==> config.mk <==
export PLATFORM = sky130hd
export DESIGN_NAME = mem_arbiter_flat
export DESIGN_NICKNAME = d
export VERILOG_FILES = /design/src/rtl/mem_arbiter_pkg.sv /design/src/rtl/mem_arbiter_if.sv /design/src/rtl/mem_arbiter_wait_timer.sv /design/src/rtl/mem_arbiter.sv /design/src/flat_wrapper.sv
export SDC_FILE = /design/constraint.sdc
export NUM_CORES = 1
export LEC_CHECK = 0
export CAP_MARGIN = 30
export CORE_MARGIN = 2
export CORE_UTILIZATION = 40
export CTS_CLUSTER_DIAMETER = 120
export DETAILED_ROUTE_END_ITERATION = 10
export GPL_TIMING_DRIVEN = 0
export PLACE_DENSITY = 0.71
export SETUP_SLACK_MARGIN = 0.15
export SYNTH_ARGS = -nofsm -noshare
export SYNTH_HDL_FRONTEND = slang
export SYNTH_SLANG_ARGS = --single-unit
==> constraint.sdc <==
create_clock -name clk_i -period 2.6 [get_ports clk_i]
set_input_delay 0.26 -clock clk_i [delete_from_list [all_inputs] [get_ports clk_i]]
set_output_delay 0.26 -clock clk_i [all_outputs]
set_load 0.01 [all_outputs]
==> src/rtl/mem_arbiter_pkg.sv <==
// Shared definitions for the instruction/data memory arbiter: FSM state
// encoding and the load/store access-width codes used by the core decoder.
package mem_arbiter_pkg;

   typedef enum logic [1:0] {
      ST_IDLE  = 2'd0,
      ST_GNT_I = 2'd1,
      ST_GNT_D = 2'd2,
      ST_RESP  = 2'd3
   } arb_state_t;

   typedef enum logic [2:0] {
      AW_B  = 3'b000,
      AW_H  = 3'b001,
      AW_W  = 3'b010,
      AW_BU = 3'b100,
      AW_HU = 3'b101
   } access_width_t;

   function automatic logic is_grant_state(arb_state_t s);
      return (s == ST_GNT_I) || (s == ST_GNT_D);
   endfunction

endpackage

==> src/rtl/mem_arbiter_if.sv <==
// Bundle of the fetch port, data port and shared memory bus seen by the arbiter.
// slave is the arbiter's view; master is the core + memory side.
interface mem_arbiter_if;

   logic        imem_req_i;
   logic [31:0] imem_addr_i;
   logic [31:0] imem_data_o;
   logic        imem_ack_o;

   logic        dmem_req_i;
   logic [31:0] dmem_addr_i;
   logic [31:0] dmem_data_i;
   logic [2:0]  dmem_access_width_i;
   logic        dmem_we_i;
   logic [31:0] dmem_data_o;
   logic        dmem_ack_o;

   logic        mem_valid_o;
   logic        mem_we_o;
   logic [31:0] mem_addr_o;
   logic [31:0] mem_data_o;
   logic [2:0]  mem_access_width_o;
   logic        mem_ready_i;
   logic [31:0] mem_data_i;

   logic        hlt_o;
   logic        err_o;

   modport slave (
      input  imem_req_i, imem_addr_i,
      input  dmem_req_i, dmem_addr_i, dmem_data_i, dmem_access_width_i, dmem_we_i,
      input  mem_ready_i, mem_data_i,
      output imem_data_o, imem_ack_o, dmem_data_o, dmem_ack_o,
      output mem_valid_o, mem_we_o, mem_addr_o, mem_data_o, mem_access_width_o,
      output hlt_o, err_o
   );

   modport master (
      output imem_req_i, imem_addr_i,
      output dmem_req_i, dmem_addr_i, dmem_data_i, dmem_access_width_i, dmem_we_i,
      output mem_ready_i, mem_data_i,
      input  imem_data_o, imem_ack_o, dmem_data_o, dmem_ack_o,
      input  mem_valid_o, mem_we_o, mem_addr_o, mem_data_o, mem_access_width_o,
      input  hlt_o, err_o
   );

endinterface

==> src/rtl/mem_arbiter_wait_timer.sv <==
// Loadable down-counter guarding a bus grant; expired flags the last
// permitted wait cycle so the arbiter can abort on the following edge.
module wait_timer #(
   parameter int W = 8
) (
   input  logic         clk,
   input  logic         rst_n,
   input  logic         load,
   input  logic         en,
   input  logic [W-1:0] load_value,
   output logic         expired
);

   logic [W-1:0] count;

   always_ff @(posedge clk or negedge rst_n) begin
      if (!rst_n) begin
         count <= '0;
      end else if (load) begin
         count <= load_value;
      end else if (en && (count != '0)) begin
         count <= count - W'(1);
      end
   end

   assign expired = en && (count == W'(1));

endmodule

==> src/rtl/mem_arbiter.sv <==
// Two-requester arbiter sharing one memory bus between instruction fetch and
// data access; DMEM has priority with a starvation guard for IMEM.
//
// state    | meaning
// ---------+-------------------------------------------------------------
// ST_IDLE  | no transaction; arbitrate pending requests
// ST_GNT_I | fetch owns the bus; raise request, wait for ready or timeout
// ST_GNT_D | data access owns the bus; same handshake as ST_GNT_I
// ST_RESP  | one-cycle ack (and err on timeout) to the owner, then idle
module mem_arbiter
   import mem_arbiter_pkg::*;
#(
   parameter int STARVE_LIMIT = 4,
   parameter int TIMEOUT      = 255
) (
   input  logic          clk_i,
   input  logic          rst_i,
   mem_arbiter_if.slave  bus
);

   localparam int SW = $clog2(STARVE_LIMIT + 1);
   localparam int TW = $clog2(TIMEOUT + 1);
   localparam logic [SW-1:0] STARVE_MAX = SW'(STARVE_LIMIT);
   localparam logic [TW-1:0] TIMEOUT_LD = TW'(TIMEOUT);

   arb_state_t    state;
   logic [SW-1:0] starve_cnt;

   logic          starved;
   logic          grant_d;
   logic          grant_i;
   logic          in_gnt;
   logic          timed_out;

   logic [31:0]   pend_addr;
   logic [31:0]   pend_data;
   logic [2:0]    pend_width;
   logic          pend_we;

   logic          mem_valid;
   logic          mem_we;
   logic [31:0]   mem_addr;
   logic [31:0]   mem_wdata;
   logic [2:0]    mem_width;

   logic          imem_ack;
   logic          dmem_ack;
   logic [31:0]   imem_rdata;
   logic [31:0]   dmem_rdata;
   logic          err;

   // Starvation only matters while a fetch is actually waiting.
   always_comb begin
      starved = (starve_cnt == STARVE_MAX) && bus.imem_req_i;
      grant_d = (state == ST_IDLE) && bus.dmem_req_i && !starved;
      grant_i = (state == ST_IDLE) && bus.imem_req_i && !grant_d;
      in_gnt  = is_grant_state(state);
   end

   wait_timer #(
      .W (TW)
   ) u_wait_timer (
      .clk        (clk_i),
      .rst_n      (rst_i),
      .load       (grant_d || grant_i),
      .en         (in_gnt),
      .load_value (TIMEOUT_LD),
      .expired    (timed_out)
   );

   always_ff @(posedge clk_i or negedge rst_i) begin
      if (!rst_i) begin
         state      <= ST_IDLE;
         starve_cnt <= '0;
         pend_addr  <= '0;
         pend_data  <= '0;
         pend_width <= AW_W;
         pend_we    <= 1'b0;
         mem_valid  <= 1'b0;
         mem_we     <= 1'b0;
         mem_addr   <= '0;
         mem_wdata  <= '0;
         mem_width  <= AW_W;
         imem_ack   <= 1'b0;
         dmem_ack   <= 1'b0;
         imem_rdata <= '0;
         dmem_rdata <= '0;
         err        <= 1'b0;
      end else begin
         imem_ack <= 1'b0;
         dmem_ack <= 1'b0;
         err      <= 1'b0;

         if (grant_i || !bus.imem_req_i) begin
            starve_cnt <= '0;
         end else if (grant_d && (starve_cnt != STARVE_MAX)) begin
            starve_cnt <= starve_cnt + SW'(1);
         end

         case (state)
            ST_IDLE: begin
               // Request fields are captured at grant so a requester that
               // drops out mid-transaction cannot corrupt the bus cycle.
               if (grant_d) begin
                  state      <= ST_GNT_D;
                  pend_addr  <= bus.dmem_addr_i;
                  pend_data  <= bus.dmem_data_i;
                  pend_width <= bus.dmem_access_width_i;
                  pend_we    <= bus.dmem_we_i;
               end else if (grant_i) begin
                  state      <= ST_GNT_I;
                  pend_addr  <= bus.imem_addr_i;
                  pend_data  <= '0;
                  pend_width <= AW_W;
                  pend_we    <= 1'b0;
               end
            end

            ST_GNT_I, ST_GNT_D: begin
               if (mem_valid && bus.mem_ready_i) begin
                  mem_valid <= 1'b0;
                  state     <= ST_RESP;
                  if (state == ST_GNT_I) begin
                     imem_ack   <= 1'b1;
                     imem_rdata <= bus.mem_data_i;
                  end else begin
                     dmem_ack   <= 1'b1;
                     dmem_rdata <= bus.mem_data_i;
                  end
               end else if (timed_out) begin
                  mem_valid <= 1'b0;
                  state     <= ST_RESP;
                  err       <= 1'b1;
                  if (state == ST_GNT_I) begin
                     imem_ack   <= 1'b1;
                     imem_rdata <= '0;
                  end else begin
                     dmem_ack   <= 1'b1;
                     dmem_rdata <= '0;
                  end
               end else if (!mem_valid) begin
                  mem_valid <= 1'b1;
                  mem_we    <= pend_we;
                  mem_addr  <= pend_addr;
                  mem_wdata <= pend_data;
                  mem_width <= pend_width;
               end
            end

            ST_RESP: begin
               state <= ST_IDLE;
            end

            default: begin
               state <= ST_IDLE;
            end
         endcase
      end
   end

   assign bus.imem_data_o        = imem_rdata;
   assign bus.imem_ack_o         = imem_ack;
   assign bus.dmem_data_o        = dmem_rdata;
   assign bus.dmem_ack_o         = dmem_ack;
   assign bus.mem_valid_o        = mem_valid;
   assign bus.mem_we_o           = mem_we;
   assign bus.mem_addr_o         = mem_addr;
   assign bus.mem_data_o         = mem_wdata;
   assign bus.mem_access_width_o = mem_width;
   assign bus.err_o              = err;
   assign bus.hlt_o              = (bus.imem_req_i & ~imem_ack) |
                                   (bus.dmem_req_i & ~dmem_ack);

endmodule
==> src/flat_wrapper.sv <==
// flat-port wrapper written by rule: the top's interface ports become plain ports
module mem_arbiter_flat import mem_arbiter_pkg::*;
#(
   parameter int STARVE_LIMIT = 4,
   parameter int TIMEOUT      = 255
)
  (clk_i, rst_i, bus_imem_req_i, bus_imem_addr_i, bus_dmem_req_i, bus_dmem_addr_i, bus_dmem_data_i, bus_dmem_access_width_i, bus_dmem_we_i, bus_mem_ready_i, bus_mem_data_i, bus_imem_data_o, bus_imem_ack_o, bus_dmem_data_o, bus_dmem_ack_o, bus_mem_valid_o, bus_mem_we_o, bus_mem_addr_o, bus_mem_data_o, bus_mem_access_width_o, bus_hlt_o, bus_err_o);
  mem_arbiter_if bus_i ();
  input  logic clk_i;
  input  logic rst_i;
  input wire logic [$bits(bus_i.imem_req_i)-1:0] bus_imem_req_i;
  input wire logic [$bits(bus_i.imem_addr_i)-1:0] bus_imem_addr_i;
  input wire logic [$bits(bus_i.dmem_req_i)-1:0] bus_dmem_req_i;
  input wire logic [$bits(bus_i.dmem_addr_i)-1:0] bus_dmem_addr_i;
  input wire logic [$bits(bus_i.dmem_data_i)-1:0] bus_dmem_data_i;
  input wire logic [$bits(bus_i.dmem_access_width_i)-1:0] bus_dmem_access_width_i;
  input wire logic [$bits(bus_i.dmem_we_i)-1:0] bus_dmem_we_i;
  input wire logic [$bits(bus_i.mem_ready_i)-1:0] bus_mem_ready_i;
  input wire logic [$bits(bus_i.mem_data_i)-1:0] bus_mem_data_i;
  output wire logic [$bits(bus_i.imem_data_o)-1:0] bus_imem_data_o;
  output wire logic [$bits(bus_i.imem_ack_o)-1:0] bus_imem_ack_o;
  output wire logic [$bits(bus_i.dmem_data_o)-1:0] bus_dmem_data_o;
  output wire logic [$bits(bus_i.dmem_ack_o)-1:0] bus_dmem_ack_o;
  output wire logic [$bits(bus_i.mem_valid_o)-1:0] bus_mem_valid_o;
  output wire logic [$bits(bus_i.mem_we_o)-1:0] bus_mem_we_o;
  output wire logic [$bits(bus_i.mem_addr_o)-1:0] bus_mem_addr_o;
  output wire logic [$bits(bus_i.mem_data_o)-1:0] bus_mem_data_o;
  output wire logic [$bits(bus_i.mem_access_width_o)-1:0] bus_mem_access_width_o;
  output wire logic [$bits(bus_i.hlt_o)-1:0] bus_hlt_o;
  output wire logic [$bits(bus_i.err_o)-1:0] bus_err_o;
  assign bus_i.imem_req_i = bus_imem_req_i;
  assign bus_i.imem_addr_i = bus_imem_addr_i;
  assign bus_i.dmem_req_i = bus_dmem_req_i;
  assign bus_i.dmem_addr_i = bus_dmem_addr_i;
  assign bus_i.dmem_data_i = bus_dmem_data_i;
  assign bus_i.dmem_access_width_i = bus_dmem_access_width_i;
  assign bus_i.dmem_we_i = bus_dmem_we_i;
  assign bus_i.mem_ready_i = bus_mem_ready_i;
  assign bus_i.mem_data_i = bus_mem_data_i;
  assign bus_imem_data_o = bus_i.imem_data_o;
  assign bus_imem_ack_o = bus_i.imem_ack_o;
  assign bus_dmem_data_o = bus_i.dmem_data_o;
  assign bus_dmem_ack_o = bus_i.dmem_ack_o;
  assign bus_mem_valid_o = bus_i.mem_valid_o;
  assign bus_mem_we_o = bus_i.mem_we_o;
  assign bus_mem_addr_o = bus_i.mem_addr_o;
  assign bus_mem_data_o = bus_i.mem_data_o;
  assign bus_mem_access_width_o = bus_i.mem_access_width_o;
  assign bus_hlt_o = bus_i.hlt_o;
  assign bus_err_o = bus_i.err_o;
  mem_arbiter #(.STARVE_LIMIT(STARVE_LIMIT), .TIMEOUT(TIMEOUT)) u_core (.clk_i(clk_i), .rst_i(rst_i), .bus(bus_i));
endmodule
======== Yosys cells after proc, flatten, opt, wreduce, memory -nomap -nowiden ========
Cells that the tools add are included.
W data, S select, Z words.
storage, ports and cells
  flip-flop bits (word level) ............. 217
  input bits .............................. 137
  output and inout port bits .............. 137
  word-level logic and storage cells ...... 101
cells by class
  add/subtract/negate cells ............... 2
  eq/ne operators ......................... 8
  mux-type cells .......................... 38
  bitwise logic cells ..................... 9
  reductions and logical operators ........ 27
operators with widths
  kind                   count
  $mux W32               12
  $mux W8                2
  $mux W1                15
  $mux W3                4
  $logic_and A1 B1 Y1    9
  $eq A8 B1 Y1 const B   1
  $mux W2                4
  $reduce_bool A2 Y1     4
  $reduce_bool A8 Y1     1
  $sub A8 B1 Y8 const B  1
  $ne A3 B1 Y1 const B   2
  $not A1 Y1             6
  $pmux W2 S3            1
  $reduce_and A3 Y1      2
  $eq A2 B2 Y1 const B   2
  $reduce_and A2 Y1      2
  $reduce_and A4 Y1      1
  $add A3 B1 Y3 const B  1
  $eq A3 B3 Y1 const B   1
  $logic_not A1 Y1       3
  $logic_or A1 B1 Y1     3
  $ne A3 B3 Y1 const B   1
  $and A1 B1 Y1          2
  $eq A2 B1 Y1 const B   1
  other kinds (3)        3

======== Depth between registers and ports, before layout ========
  word-level depth ........................ 9
  mapped depth ............................ 8
  mapped depth without buffers ............ 6

======== Hierarchy ========
From an unflattened synthesis, not the netlist that was laid out.
unflattened totals
  cells, all modules ...................... 687
  area total of the unflattened synthesis .. 9056.2 um^2
modules (own cells, without submodules)
  module       times used  cells each  area an instance (um^2)  seq. area each (um^2)
  mem_arbiter  1           629         8514.4                   5232.5
  wait_timer   1           58          541.8                    200.2

======== Worst setup path before layout ========
No wires, ideal clock.
  path type ............................... register to register
  start point ............................. register u_core.state[0]
  end point ............................... register u_core.mem_width[0], in the netlist u_core.bus.mem_access_width_o[0]
  library setup time ...................... 127 ps
  data arrival time ....................... 1839 ps
  required time ........................... 2473 ps
  slack ................................... 633 ps
  stages on the path, launching flop included .. 9
  buffers on the path ..................... 3
  clock period less this slack ............ 1967 ps
  path through ............................ dfrtp_1 inv_1 ha_1 buf_2 inv_1 nor3b_2 buf_2 buf_6 mux2_1
on the way
  cells in the longest elaborated chain, start to end .. 5
  elaborated cells between the ends (all ways) .. 7
  classes of those cells .................. eq/ne (2); bitwise (1); reduce/logical (4)
ends and longest elaborated chain
  element                                              RTL line                      RTL
  from (decl)                                          mem_arbiter.sv:26             arb_state_t state;
  from (signal assigned)                               mem_arbiter.sv:73             state <= ST_IDLE;
  from (signal assigned)                               mem_arbiter.sv:105            state <= ST_GNT_D;
  from (signal assigned)                               mem_arbiter.sv:111            state <= ST_GNT_I;
  $eq A2 B1 Y1 / $eq A2 B2 Y1 (equally long branches)  mem_arbiter_pkg.sv:21         return (s == ST_GNT_I) || (s == ST_GNT_D);
  $logic_or A1 B1 Y1 *                                 mem_arbiter_pkg.sv:21
  named net u_core.in_gnt                              mem_arbiter.sv:32             logic in_gnt;
  $logic_and A1 B1 Y1 *                                mem_arbiter_wait_timer.sv:26  assign expired = en && (count == W'(1));
  $not A1 Y1 (no source line) *                        n/a
  $reduce_and A4 Y1 (no source line) *                 n/a
  to (signal assigned)                                 mem_arbiter.sv:146            mem_width <= pend_width;
  to (decl)                                            mem_arbiter.sv:44             logic [2:0] mem_width;
Mark *: on every way through the listed nets, which the timed path passes. The rest lies on a longest branch.
A chain may end at the register's enable or synchronous reset.

======== Final worst setup path ========
  start point ............................. register u_core.state[1]
  end point ............................... register u_core.dmem_rdata[29], in the netlist u_core.bus.dmem_data_o[29]
on the way
  cells in the longest elaborated chain, start to end .. 5
  elaborated cells between the ends (all ways) .. 8
  classes of those cells .................. eq/ne (2); bitwise (1); reduce/logical (5)
ends and longest elaborated chain
  element                                              RTL line                      RTL
  $eq A2 B1 Y1 / $eq A2 B2 Y1 (equally long branches)  mem_arbiter_pkg.sv:21
  $logic_or A1 B1 Y1 *                                 mem_arbiter_pkg.sv:21
  named net u_core.in_gnt                              mem_arbiter.sv:32
  $logic_and A1 B1 Y1 *                                mem_arbiter_wait_timer.sv:26
  $reduce_bool A2 Y1 (no source line) *                n/a
  $reduce_and A3 Y1 (no source line) *                 n/a
  to (signal assigned)                                 mem_arbiter.sv:128            dmem_rdata <= bus.mem_data_i;
  to (decl)                                            mem_arbiter.sv:49             logic [31:0] dmem_rdata;
Marked as above.

==> results by group <==
Logic synthesis
  – Synth Area per Inst: about 14 um^2
  – Register area share after synthesis: 64.3%
  – Syn. warnings: 0
  – Synth cell types: 38
  – Syn nets: 754
  – Fraction of registers with async set/reset: 100%
  – Flops & latches, synth: about 220
  – EDFF count, synth: 0
  – Synth Instances: 610
  – Synth Cell Area: 0.00845 mm^2
  – Post-synth top flop: dfrtp_1

Power
  – P_leak: 5.64 nW
  – PD cells: around 1200 mW/mm^2
  – Clock Power Share: 22.6%
  – Combinational share of power: about two fifths
  – Maximum VDD drop: 0.647 mV
  – Switching share of power: 31.2%
  – Sequential Power Share: 36.7%
  – Int Pwr: 10.6 mW
  – Tot Pwr: 15.4 mW
  – Switch Pwr: 4.80 mW

Global route
  – Largest net degree at the start of global routing: 89
  – Number of global-route vias before repair: 6377
  – Initial antenna violation count: 0
  – GRT overflow: 0
  – First-pass GRT wire length: 33900 um
  – Tot GR Track Use: about a fifth

Timing
  – Slew headroom: between 50 and 60%
  – Final Skew: 0.0103 ns
  – Max frequency: 0.436 GHz
  – Final Hold Vio Count: 0
  – Tightest Pin Transition: 0.625 ns
  – Final setup violation count: 0
  – Final Max Slew Viols: 0
  – Worst setup margin: 0.307 ns
  – Fin crit share: between 80% and 90%
  – RSZ-0062 raised after global routing: no
  – Post-layout min period: 2.29 ns
  – Setup TNS: 0 ns

Critical path
  – Crit path arrival time: 2.73 ns
  – Cells traversed along the worst timing path: inv_1 > ha_1 > buf_2 > inv_1 > nor3_1 > clkbuf_1 > a22o_1
  – Worst Setup End Kind: flop
  – CP max stage delay: 0.53 ns
  – Critical path class: reg -> reg
  – Worst path slowest cell: nor3_1
  – Crit-path max FO: 10
  – Worst path bufs/invs: 4
  – Critical path startpoint: u_core.state[1]
  – RR Startpoint: u_core.state[1]
  – Cell mode on critical path: inv_1
  – Family with the most delay on the worst path: buffers and inverters
  – Crit start category: flop
  – CP required: 3.04 ns

Hold path
  – Hold crit path type: in -> async

Run status
  – Status: complete, no violations

Clock network
  – CTS Buf Count: 24
  – Reg clk slew, reported paths: 0.06 ns
  – CTS Buffer Depth: 3
  – H-tree levels: 1
  – Clock root buffer: clkbuf_16
  – CTS tree: done
  – Clock insertion delay at the later pin of the skew report: 0.51 ns
  – Clock sinks: 217

Floorplanning
  – Die Wd: 149 um
  – Initial Utilization: 40.4%
  – Std-Cell Rows: 53
  – Die H: around 150 um
  – Placeable Area: between 0.02 and 0.025 mm^2
  – Ports: around 270
  – Die Area: 0.0223 mm^2

Detailed routing
  – Via count: 6091
  – Max Used Layer: met4
  – Iter 0 DRT Violations: around 240
  – Routed len/inst: 18.0 um
  – Vias per std cell: 5.05
  – DR pass1 iterations: 6
  – DRC: 0
  – Met3 wire length: between 2000 and 2500 um
  – Met1 WL: 9210 um
  – Post-route antenna net violation count: 0
  – Final wirelength: 21700 um
  – Routed length on met2: approximately 9900 um

Cells and area
  – Post-layout net count: about 1100
  – P&R area growth vs syn: 47.5%
  – Layout cells sized above 1: between 10% and 20%
  – Final Non-Filler Cells: 1205
  – Antenna fix cells: 0

Flow run
  – Number of max-cap violations: 0

Place
  – Pre-CTS setup slack: -0.250 ns
  – Hpwl dp: 15400 um
  – Final GP Congestion: 0.778
  – # port buffers: 273
  – Dpl cells: between 1000 and 1500
final cells by class:
| class | count | area [um^2] |
|---|---|---|
| tap | 275 | 344 |
| clock buffer | 36 | 747 |
| sequential | 217 | 5430 |
| clock inverter | 7 | 88.8 |
| fill | 1730 | 8430 |
| buffer | 42 | 224 |
| timing repair buffer | 277 | 2820 |
| multi-input combinational | 337 | 2750 |
| inverter | 14 | 52.6 |
per-stage QoR:
step	cell area, um^2	utilization [%]	hold slack, ns
6_report	12500	59.7	0.259
5_1_grt	12500	59.7	0.280
4_1_cts	12400	59.6	0.242
3_5_place_dp	11600	55.5	0.188
3_3_place_gp	11500	55.2	0.451
2_1_floorplan	8450	-	-0.0356
kinds of logic (layout without fill, tap and decap cells):
logic type / Yosys count / count (layout) / share of synthesized area, %
compound gates: 148 / 148 / 13.5
xor+xnor: 4 / 4 / 0.415
buf+inv: 56 / 376 / 3.24
mux: 103 / 103 / 13.3
fa+ha+maj: 7 / 7 / 1.04
flops: 217 / 217 / 64.3
simple gates: 75 / 75 / 4.27
cells in the final DEF, fill, tap and decap left out, drive strengths merged, types with 2 or more instances in the layout:
cell type	synthesis	layout
xor2	2	2
buf	23	27
nor3	4	4
mux2	71	71
nand4	3	3
inv	14	14
ha	7	7
clkinv	0	5
nor3b	3	3
o21ai	36	36
clkbuf	19	55
nor2	7	7
a22o	99	99
dfrtp	215	215
o211ai	3	3
nand2	44	44
bufinv	0	2
nand2b	2	2
clkdlybuf4s50	0	272
xnor2	2	2
nand3	6	6
dfstp	2	2
mux2i	32	32
or3	2	2
a32oi	2	2
a21oi	4	4
synth_stat cells (all sizes together), types with 3 or more instances:
cell	number	area, um^2
a21oi	4	20.0
a22o	99	867
buf	23	150
clkbuf	19	71.3
dfrtp	215	5380
ha	7	87.6
inv	14	52.6
mux2	71	800
mux2i	32	320
nand2	44	165
nand3	6	30.0
nand4	3	18.8
nor2	7	26.3
nor3	4	36.3
nor3b	3	27.5
o211ai	3	22.5
o21ai	36	180
registers in the layout, indices dropped and copies added, names as in the netlist, 2 cells and up:
register	cells
u_core.u_wait_timer.count	8
u_core.pend_width	3
u_core.pend_addr	32
u_core.bus.mem_access_width_o	3
u_core.bus.mem_data_o	32
u_core.bus.imem_data_o	32
u_core.bus.mem_addr_o	32
u_core.bus.dmem_data_o	32
u_core.state	2
u_core.starve_cnt	3
u_core.pend_data	32
worst reg2reg max path, cell delays in order, from the launching register on:
cell and delay (ns):
dfrtp_1 0.36, inv_1 0.07, ha_1 0.27, buf_2 0.19, inv_1 0.13, nor3_1 0.53
clkbuf_1 0.46, a22o_1 0.21
worst paths after layout:
check                                                  end  slack (ns)  cells past startpoint
worst min-delay path             u_core.bus.mem_data_o[23]        0.26                      2
worst max-delay path            u_core.bus.dmem_data_o[29]        0.31                      7
max in group asynchronous             u_core.pend_width[1]        1.57                      3
min in group clk_i                    u_core.pend_width[1]        0.31                      2
worst min register to register        u_core.pend_width[1]        0.46                      2
worst max register to register  u_core.bus.dmem_data_o[29]        0.31                      7
power by group through the flow:
stage                     sequential [mW]  combinational [mW]  clock [mW]
after floorplan                      5.99                2.89           0
after global placement               5.66                6.18           0
after detailed placement             5.67                6.31           0
after CTS                            5.66                6.35        3.57
after global routing                 5.84                6.80        3.72
final                                5.65                6.28        3.48
timing repair:
action / CTS / global route
setup endpoints to repair: 26 / 29
endpoints found under the hold margin: 46 / 0
setup buffers: 0 / 1
pin swaps: 0 / 1
gates resized for setup: 2 / 1
hold buffers: 1 / 0
per-layer routing:
layer | up-vias | track usage, %
met5 | - | 0
met4 | 0 | 4.48
met3 | 35 | 6.12
met2 | 243 | 30.9
met1 | 2992 | 25.3
li1 | 2821 | -
No activity file was read; power rests on OpenSTA's default activity.
